`config.mk`:
```
export PLATFORM = sky130hd
export DESIGN_NAME = genius_game_ctrl
export DESIGN_NICKNAME = d
export VERILOG_FILES = /design/src/rtl/genius_game_ctrl.sv
export SDC_FILE = /design/constraint.sdc
export NUM_CORES = 1
export LEC_CHECK = 0
export ABC_AREA = 1
export CAP_MARGIN = 20
export CORE_MARGIN = 5
export CORE_UTILIZATION = 57
export DETAILED_ROUTE_END_ITERATION = 7
export DONT_BUFFER_PORTS = 1
export GPL_TIMING_DRIVEN = 0
export PLACE_DENSITY = 0.81
export SLEW_MARGIN = 30
export SYNTH_ARGS = -nofsm -noshare
export SYNTH_HDL_FRONTEND = slang
export SYNTH_SLANG_ARGS = --single-unit
```
`constraint.sdc`:
```
create_clock -name CLK -period 3.2 [get_ports CLK]
set_input_delay 0.32 -clock CLK [delete_from_list [all_inputs] [get_ports CLK]]
set_output_delay 0.32 -clock CLK [all_outputs]
set_load 0.005 [all_outputs]
```
`src/rtl/genius_game_ctrl.sv`:
```
// Genius game sequencer: loads a random colour sequence, plays back the
// current round on the LEDs, checks player presses and decides win or lose.
module genius_game_ctrl #(
  parameter int unsigned MAX_ROUNDS     = 16,
  parameter int unsigned SHOW_CYCLES    = 8,
  parameter int unsigned GAP_CYCLES     = 2,
  parameter int unsigned TIMEOUT_CYCLES = 64
) (
  input  logic        CLK,
  input  logic        R,
  input  logic        start,
  output logic        seq_load,
  input  logic [63:0] seq_q,
  input  logic [3:0]  btn,
  output logic [3:0]  led,
  output logic [4:0]  round,
  output logic        busy,
  output logic        win,
  output logic        lose
);

  localparam int unsigned TMAX0 = (SHOW_CYCLES > GAP_CYCLES) ? SHOW_CYCLES : GAP_CYCLES;
  localparam int unsigned TMAX  = (TMAX0 > TIMEOUT_CYCLES) ? TMAX0 : TIMEOUT_CYCLES;
  localparam int unsigned TW    = $clog2(TMAX + 1);

  localparam logic [TW-1:0] SHOW_LAST = TW'(SHOW_CYCLES - 1);
  localparam logic [TW-1:0] GAP_LAST  = TW'(GAP_CYCLES - 1);
  localparam logic [TW-1:0] TO_LAST   = TW'(TIMEOUT_CYCLES - 1);
  localparam logic [4:0]    ROUND_MAX = 5'(MAX_ROUNDS);

  typedef enum logic [2:0] {
    StIdle, StLoad, StShowOn, StShowOff, StWaitIn, StRoundGap, StWin, StLose
  } state_e;

  state_e        state;
  logic [3:0]    idx;
  logic [TW-1:0] timer;
  logic [3:0]    echo;
  logic [3:0]    nib;
  logic          last_idx;

  assign nib      = seq_q[{idx, 2'b00} +: 4];
  assign last_idx = ({1'b0, idx} == (round - 5'd1));

  always_ff @(posedge CLK) begin
    if (R) begin
      state <= StIdle;
      idx   <= '0;
      timer <= '0;
      round <= '0;
      echo  <= '0;
    end else begin
      case (state)
        StIdle, StWin, StLose: begin
          if (start) begin
            state <= StLoad;
            round <= 5'd1;
          end
        end
        StLoad: begin
          state <= StShowOn;
          idx   <= '0;
          timer <= '0;
        end
        StShowOn: begin
          if (timer == SHOW_LAST) begin
            state <= StShowOff;
            timer <= '0;
          end else begin
            timer <= timer + 1'b1;
          end
        end
        StShowOff: begin
          if (timer == GAP_LAST) begin
            timer <= '0;
            if (last_idx) begin
              state <= StWaitIn;
              idx   <= '0;
              echo  <= '0;
            end else begin
              state <= StShowOn;
              idx   <= idx + 4'd1;
            end
          end else begin
            timer <= timer + 1'b1;
          end
        end
        StWaitIn: begin
          echo <= btn;
          // A press always wins over an expiring timer on the same cycle.
          if (btn == 4'h0) begin
            if (timer == TO_LAST) state <= StLose;
            else timer <= timer + 1'b1;
          end else if (btn == nib) begin
            if (!last_idx) begin
              idx   <= idx + 4'd1;
              timer <= '0;
            end else if (round == ROUND_MAX) begin
              state <= StWin;
            end else begin
              round <= round + 5'd1;
              state <= StRoundGap;
              timer <= '0;
            end
          end else begin
            state <= StLose;
          end
        end
        StRoundGap: begin
          if (timer == GAP_LAST) begin
            state <= StShowOn;
            idx   <= '0;
            timer <= '0;
          end else begin
            timer <= timer + 1'b1;
          end
        end
        default: state <= StIdle;
      endcase
    end
  end

  always_comb begin
    led = 4'h0;
    case (state)
      StShowOn: led = nib;
      StWaitIn: led = echo;
      default:  led = 4'h0;
    endcase
  end

  assign seq_load = (state == StLoad);
  assign win      = (state == StWin);
  assign lose     = (state == StLose);
  assign busy     = !((state == StIdle) || (state == StWin) || (state == StLose));

endmodule

```
==> flow_summary.json, run 1 <==
{
  "required_ns": 3.34,
  "start_util_pct": 57.7,
  "cp_slowest_cell": "dfxtp_1",
  "drive_above_1_share_pct": 7.98,
  "worst_slew_pin_slew_ns": 0.546,
  "tns_ns": 0,
  "drtIter0Drc": 213,
  "grt_pass1_wl_mm": 11.3,
  "wire_per_inst_um": 13.3,
  "critPathCaptureType": "flop",
  "drc": 0,
  "status": "finished clean",
  "p_leak_nw": 1.25,
  "diodes": 0,
  "detail-route-antenna-nets": 0,
  "crit_path_start": "round[0]",
  "drv_cap": 0,
  "post_cts_buffers": 0,
  "cts.repair.resized": 0,
  "grt_util_all_layers_pct": 22.6,
  "die_y_um": 75.9,
  "cts_buffer_depth": 2,
  "fin_area_mm2": 0.00259,
  "drt-vias-per-instance": 5.56,
  "grt_max_degree": 13,
  "drtPass1Iterations": 5,
  "grt_pass1_vias": 2496,
  "area_growth_syn_to_layout_pct": 4.45,
  "placed_cell_area_mm2": 0.00254,
  "finalClockSkew_ns": 0.00743,
  "arrival_ns": 2.56,
  "dieArea_mm2": 0.00576,
  "synth_cells": 447,
  "crit_chain": "inv_1 -> ha_1 -> xnor2_1 -> and2_1 -> nor3_1 -> nand2_1 -> inv_1 -> nor2_1 -> nor3_4 -> nand2_1 -> nand2_1 -> a21oi_1",
  "mostFrequentLayoutCell": "nand2_1",
  "numClockSinks": 23,
  "ys_ff_latch": 23,
  "hp-start": "R",
  "htreeDepth": 1,
  "hold_viol_final": 0,
  "max_freq_mhz": 413,
  "fin_crit_sh_pct": 75.6,
  "peakVddDrop_mv": 0.397,
  "stdcell_count": 503,
  "synth.distinct_cells": 35,
  "layout_common_cells": "nand2_1, nand3_1, inv_1",
  "yosysSeqAreaShare_pct": 18.6,
  "avgSynthCellArea_um2": 5.54,
  "cts_buffers": 3,
  "grt-ovfl-total": 0,
  "fp.coreArea_mm2": 0.00429,
  "hpwl_mm": 5.27,
  "synth_area_mm2": 0.00248,
  "portBuffers": 0,
  "drv_slew": 0,
  "clk_latency_ns": 0.27,
  "antenna_found_initial": 0,
  "ios": 84,
  "path_clk_slew_ns": 0.09,
  "place_inst": 499,
  "synth_warnings": 0,
  "fillers": 442,
  "slowest_delay_ns": 0.49,
  "critPathKind": "reg -> reg",
  "cp_common_cell": "nand2_1",
  "rr_startpoint": "round[0]",
  "worstSetupStartpointType": "flop",
  "whs_ns": 0.111,
  "wl_mm": 6.69,
  "num_vias": 2798,
  "fin_crit_ns": 2.42,
  "place_congestion": 0.891,
  "final_nets": 528,
  "p_per_area_mw_per_mm2": 498,
  "utilization_pct": 60.2,
  "path_max_fanout": 7,
  "cts-root-buf": "clkbuf_8",
  "syn-num-nets": 523,
  "finalSetupViolations": 0,
  "cts_hold_buf": 0,
  "cts_tree": "yes",
  "rsz0062_at_grt": "false",
  "chipWidth_um": 75.9,
  "rows": 24,
  "min_path_type": "in -> reg",
  "relSlewSlack_pct": 63.3
}
[worst max-delay path, delay by kind of cell (launching register included)]
| family | cells | cell delay (ns) |
|---|---|---|
| adders and majority gates | 1 | 0.25 |
| xor gates and xnor gates | 1 | 0.14 |
| DFF | 1 | 0.49 |
| and+or+nand+nor | 7 | 1.08 |
| AOI/OAI and AO/OA | 1 | 0.06 |
| buffers and inverters | 2 | 0.28 |
[path summary, 6_finish.rpt]
check        cells past startpoint  slack [ns]       end
max                             12        0.78  round[0]
min                              1        0.11  round[2]
max reg2reg                     12        0.78  round[0]
min reg2reg                      2        0.46   echo[1]
[through the flow]
stage | worst slack (ns) | power [mW]
floorplan | 1.18 | 0.964
global placement | 0.858 | 1.08
detailed placement | 0.806 | 1.10
CTS | 0.793 | 1.29
global route | 0.557 | 1.42
finish | 0.779 | 1.29
[cell families (layout without fill, tap and decap cells)]
logic type / Yosys count / after routing / synth area share (%)
fa+ha+maj: 5 / 5 / 2.53
compound gates: 51 / 51 / 11.5
xor+xnor: 7 / 7 / 2.48
flops: 23 / 23 / 18.6
buf+inv: 79 / 83 / 14.6
simple gates: 282 / 282 / 50.3
[metal layers]
layer  GRT usage, %  routed length (um)  part of all wire, %
met1           29.3                2990                   45
met2           36.4                3120                   47
met3           7.11                 545                  8.1
met4           4.98                  42                 0.63
met5              0                   0                    0
[cell usage after synthesis]
| master | number | area [um^2] |
|---|---|---|
| and2_1 | 1 | 6.26 |
| xnor2_1 | 3 | 26.3 |
| dfxtp_1 | 23 | 460 |
| nand2_2 | 1 | 6.26 |
| xor2_1 | 4 | 35.0 |
| o31ai_1 | 2 | 15.0 |
| a22o_1 | 4 | 35.0 |
| nor4_4 | 1 | 21.3 |
| o21ai_1 | 1 | 5.00 |
| nor3_1 | 2 | 10.0 |
| buf_4 | 3 | 22.5 |
| nor3_4 | 1 | 16.3 |
| nand2_4 | 1 | 11.3 |
| nand3_1 | 64 | 320 |
| inv_4 | 2 | 12.5 |
| a21oi_1 | 27 | 135 |
| nand3_2 | 2 | 20.0 |
| nor2_1 | 49 | 184 |
| nor2_4 | 3 | 33.8 |
| nand2_1 | 147 | 552 |
| nand3b_1 | 1 | 7.51 |
| or2_0 | 2 | 12.5 |
| buf_6 | 5 | 56.3 |
| buf_2 | 9 | 45.0 |
| o21ai_0 | 13 | 65.1 |
| nor2_2 | 2 | 12.5 |
| inv_1 | 54 | 203 |
| or2_1 | 1 | 6.26 |
| inv_2 | 3 | 11.3 |
| nand4_1 | 3 | 18.8 |
| clkinv_1 | 1 | 3.75 |
| clkbuf_1 | 2 | 7.51 |
| ha_1 | 5 | 62.6 |
| nor4_1 | 1 | 6.26 |
| o211ai_1 | 4 | 30.0 |
[power by group]
part / internal, mW / switching (mW)
Sequential: 0.333 / 0.0588
Combinational: 0.260 / 0.452
Clock: 0.0890 / 0.0962
[sequential cells by signal (all words and copies together) (netlist names)]
name   count
timer      7
idx        4
round      5
state      3
echo       4
[final cells by class]
| class | instances | area (um^2) | share of cell area (%) |
|---|---|---|---|
| Sequential cell | 23 | 460 | 17.8 |
| Clock buffer | 4 | 45.0 | 1.74 |
| Inverter | 60 | 230 | 8.90 |
| Tap cell | 52 | 65.1 | 2.52 |
| Buffer | 19 | 131 | 5.08 |
| Multi-Input combinational cell | 345 | 1650 | 64.0 |
No activity file was read; power rests on OpenSTA's default activity.
==> run 2: changes to the inputs <==
Settings changed: ABC_AREA 1 to 0.
Clock period 3.2 ns to 2.4 ns, I/O delays scaled along.
==> run 2 against run 1 <==
  * The flow now finishes with violations (setup timing)
  * Clock power grew 37%
  * Final cell count decreased by 32%
  * Power rose by 5.3%
  * Non-clock buffer count up 7
  * Critical path type unchanged
==> flow_summary.json, run 2 <==
{
  "status": "finished with violations",
  "violations": "setup timing",
  "drt-vias-per-instance": 7.03,
  "p_per_area_mw_per_mm2": 470,
  "wl_met1_mm": 2.70,
  "start_util_pct": 60.0,
  "worstSetupStartpointType": "flop",
  "whs_ns": 0.113,
  "required_ns": 2.57,
  "synth_top_cells_by_area": "dfxtp_1, mux4_2, mux4_1, mux2i_1, nor2_1",
  "total_power_mw": 1.36,
  "grt_pass1_vias": 2302,
  "place_ws_ns": -0.722,
  "synth-edff-count": 0,
  "layout_setup_ws_ns": -0.476,
  "rows": 23,
  "fp.coreArea_mm2": 0.00406,
  "hpwl_mm": 4.94,
  "layout_common_cells": "nor2_1, dfxtp_1, nand2_1",
  "num_vias": 2403,
  "critPathCaptureType": "flop",
  "diodes": 0,
  "combPwrFrac_pct": 49.7,
  "htreeDepth": 1,
  "drive_above_1_share_pct": 28.4,
  "drtPass1Iterations": 5,
  "grt_util_all_layers_pct": 24.8,
  "grt-ovfl-total": 0,
  "ys_ff_latch": 23,
  "numClockSinks": 23,
  "avgSynthCellArea_um2": 8.63,
  "hold_viol_final": 0,
  "synthMostInstantiatedCell": "nor2_1",
  "reg2regPathDepth": 8,
  "yosysSeqAreaShare_pct": 18.9,
  "cts_tree": "yes",
  "sw_frac_of_total_pct": 41.9,
  "arrival_ns": 3.05,
  "path_clk_slew_ns": 0.09,
  "chipWidth_um": 75.3,
  "hp-start": "btn[0]",
  "top_layer": "met4",
  "cts_buffer_depth": 2,
  "async_flop_share_pct": 0,
  "largest_reg_flops": 7,
  "max_freq_mhz": 348,
  "p_leak_nw": 0.927,
  "wire_per_inst_um": 21.4,
  "synth.distinct_cells": 72,
  "syn-num-nets": 358,
  "ys.flop_type": "dfxtp_1",
  "r2r_end": "timer[1]",
  "cts_buffers": 3,
  "antenna_found_initial": 0,
  "dieArea_mm2": 0.00568,
  "drv_slew": 0,
  "area_growth_syn_to_layout_pct": 18.8,
  "mostFrequentLayoutCell": "nor2_1",
  "netlist.area_leader.share_pct": 18.9,
  "final_nets": 369,
  "wl_met2_mm": 3.75,
  "place_congestion": 0.898,
  "place_inst": 332,
  "pwr-share-clk_pct": 18.7,
  "grt_pass1_wl_mm": 10.8,
  "internal_power_mw": 0.789,
  "rr_startpoint": "idx[2]",
  "top_register": "timer",
  "rrSetupSlack_ns": -0.48,
  "die_y_um": 75.3,
  "worst_slew_pin_slew_ns": 0.820,
  "critPathKind": "reg -> reg",
  "yosysTopAreaCell": "dfxtp_1",
  "stdcell_count": 342,
  "path_max_fanout": 4,
  "finalSetupViolations": 22,
  "portBuffers": 0,
  "ios": 84,
  "p_seq_share_pct": 31.6,
  "synth_cells": 282,
  "drtIter0Drc": 148,
  "rsz0062_at_grt": "true",
  "synth_common_cells": "nor2_1, dfxtp_1, nand2_1",
  "fin_crit_ns": 2.88,
  "drv_cap": 0,
  "synth_area_mm2": 0.00243,
  "met3_length_um": 719,
  "finalClockSkew_ns": 0.00277,
  "fillers": 302,
  "fin_crit_sh_pct": 120,
  "peakVddDrop_mv": 0.443,
  "hold_path_end": "echo[0]",
  "grt_max_degree": 15,
  "cts-root-buf": "clkbuf_8",
  "whs_path_depth": 2,
  "drc": 0,
  "wl_mm": 7.32,
  "p_sw_mw": 0.569,
  "synth_warnings": 0,
  "detail-route-antenna-nets": 0,
  "clk_latency_ns": 0.27,
  "reg.largest.list": "timer (7), round (5)",
  "min_path_type": "in -> reg",
  "relSlewSlack_pct": 44.9
}
run 2: power by group through the flow:
stage	Clock, mW	Sequential (mW)	Combinational (mW)
3_3_place_gp	0	0.435	0.503
3_5_place_dp	0	0.436	0.510
4_1_cts	0.258	0.427	0.602
5_1_grt	0.275	0.434	0.722
6_report	0.254	0.429	0.675
2_1_floorplan	0	0.430	0.412
run 2: stage by stage:
step | area (um^2) | setup TNS [ns] | util [%]
floorplan | 2470 | -4.57 | -
CTS | 2770 | -6.71 | 68.3
global route | 2890 | -8.36 | 71.2
detailed placement | 2530 | -11.53 | 62.3
global placement | 2530 | -10.80 | 62.3
finish | 2890 | -6.97 | 71.2
run 2: how the worst max path moves through the flow:
stage                  start       end  slack (ns)  cells past startpoint
floorplan             idx[2]  round[3]       -0.41                      9
global placement    round[0]  round[3]       -0.64                      9
detailed placement  round[0]  round[2]       -0.72                      9
CTS                   idx[2]  timer[1]       -0.45                      8
global route          idx[2]  round[2]       -0.51                     10
finish                idx[2]  timer[1]       -0.48                      8
run 2: logic make-up (layout without fill, tap and decap cells):
family	after synthesis	count (layout)	share of synthesized area (%)
compound gates	86	86	25.7
xor+xnor	8	8	3.19
fa+ha+maj	5	5	2.57
buf+inv	32	42	7.92
flops	23	23	18.9
mux	29	29	19.7
simple gates	99	99	22.1
run 2: layer usage:
layer	up-vias	GRT usage (%)
li1	1105	-
met1	1128	30.1
met2	147	44.0
met3	23	5.01
met4	0	7.18
met5	-	0
run 2: worst max-delay path, stage by stage (launching register included):
cell and delay, ns:
dfxtp_4 0.39, buf_12 0.10, mux4_2 0.48, mux4_2 0.54, mux2_4 0.25, o41ai_4 0.08
or3_4 0.43, a31oi_4 0.19, mux2_4 0.31
run 2: repair_timing:
action / 4_1_cts / 5_1_grt
hold buffers: 0 / 0
hold endpoints to repair: 0 / 0
pin swaps: 8 / 9
setup endpoints to repair: 24 / 24
setup buffers: 6 / 2
gates resized for setup: 30 / 24
run 2: area by class of cell:
cell class                      instances  area (um^2)  area share [%]
Buffer                                 18          148            5.11
Clock buffer                            3         41.3            1.43
Clock inverter                          1         7.51           0.260
Inverter                               12         45.0            1.56
Multi-Input combinational cell        227         2050            70.9
Sequential cell                        23          469            16.2
Tap cell                               50         62.6            2.16
Timing Repair Buffer                    8         67.6            2.34
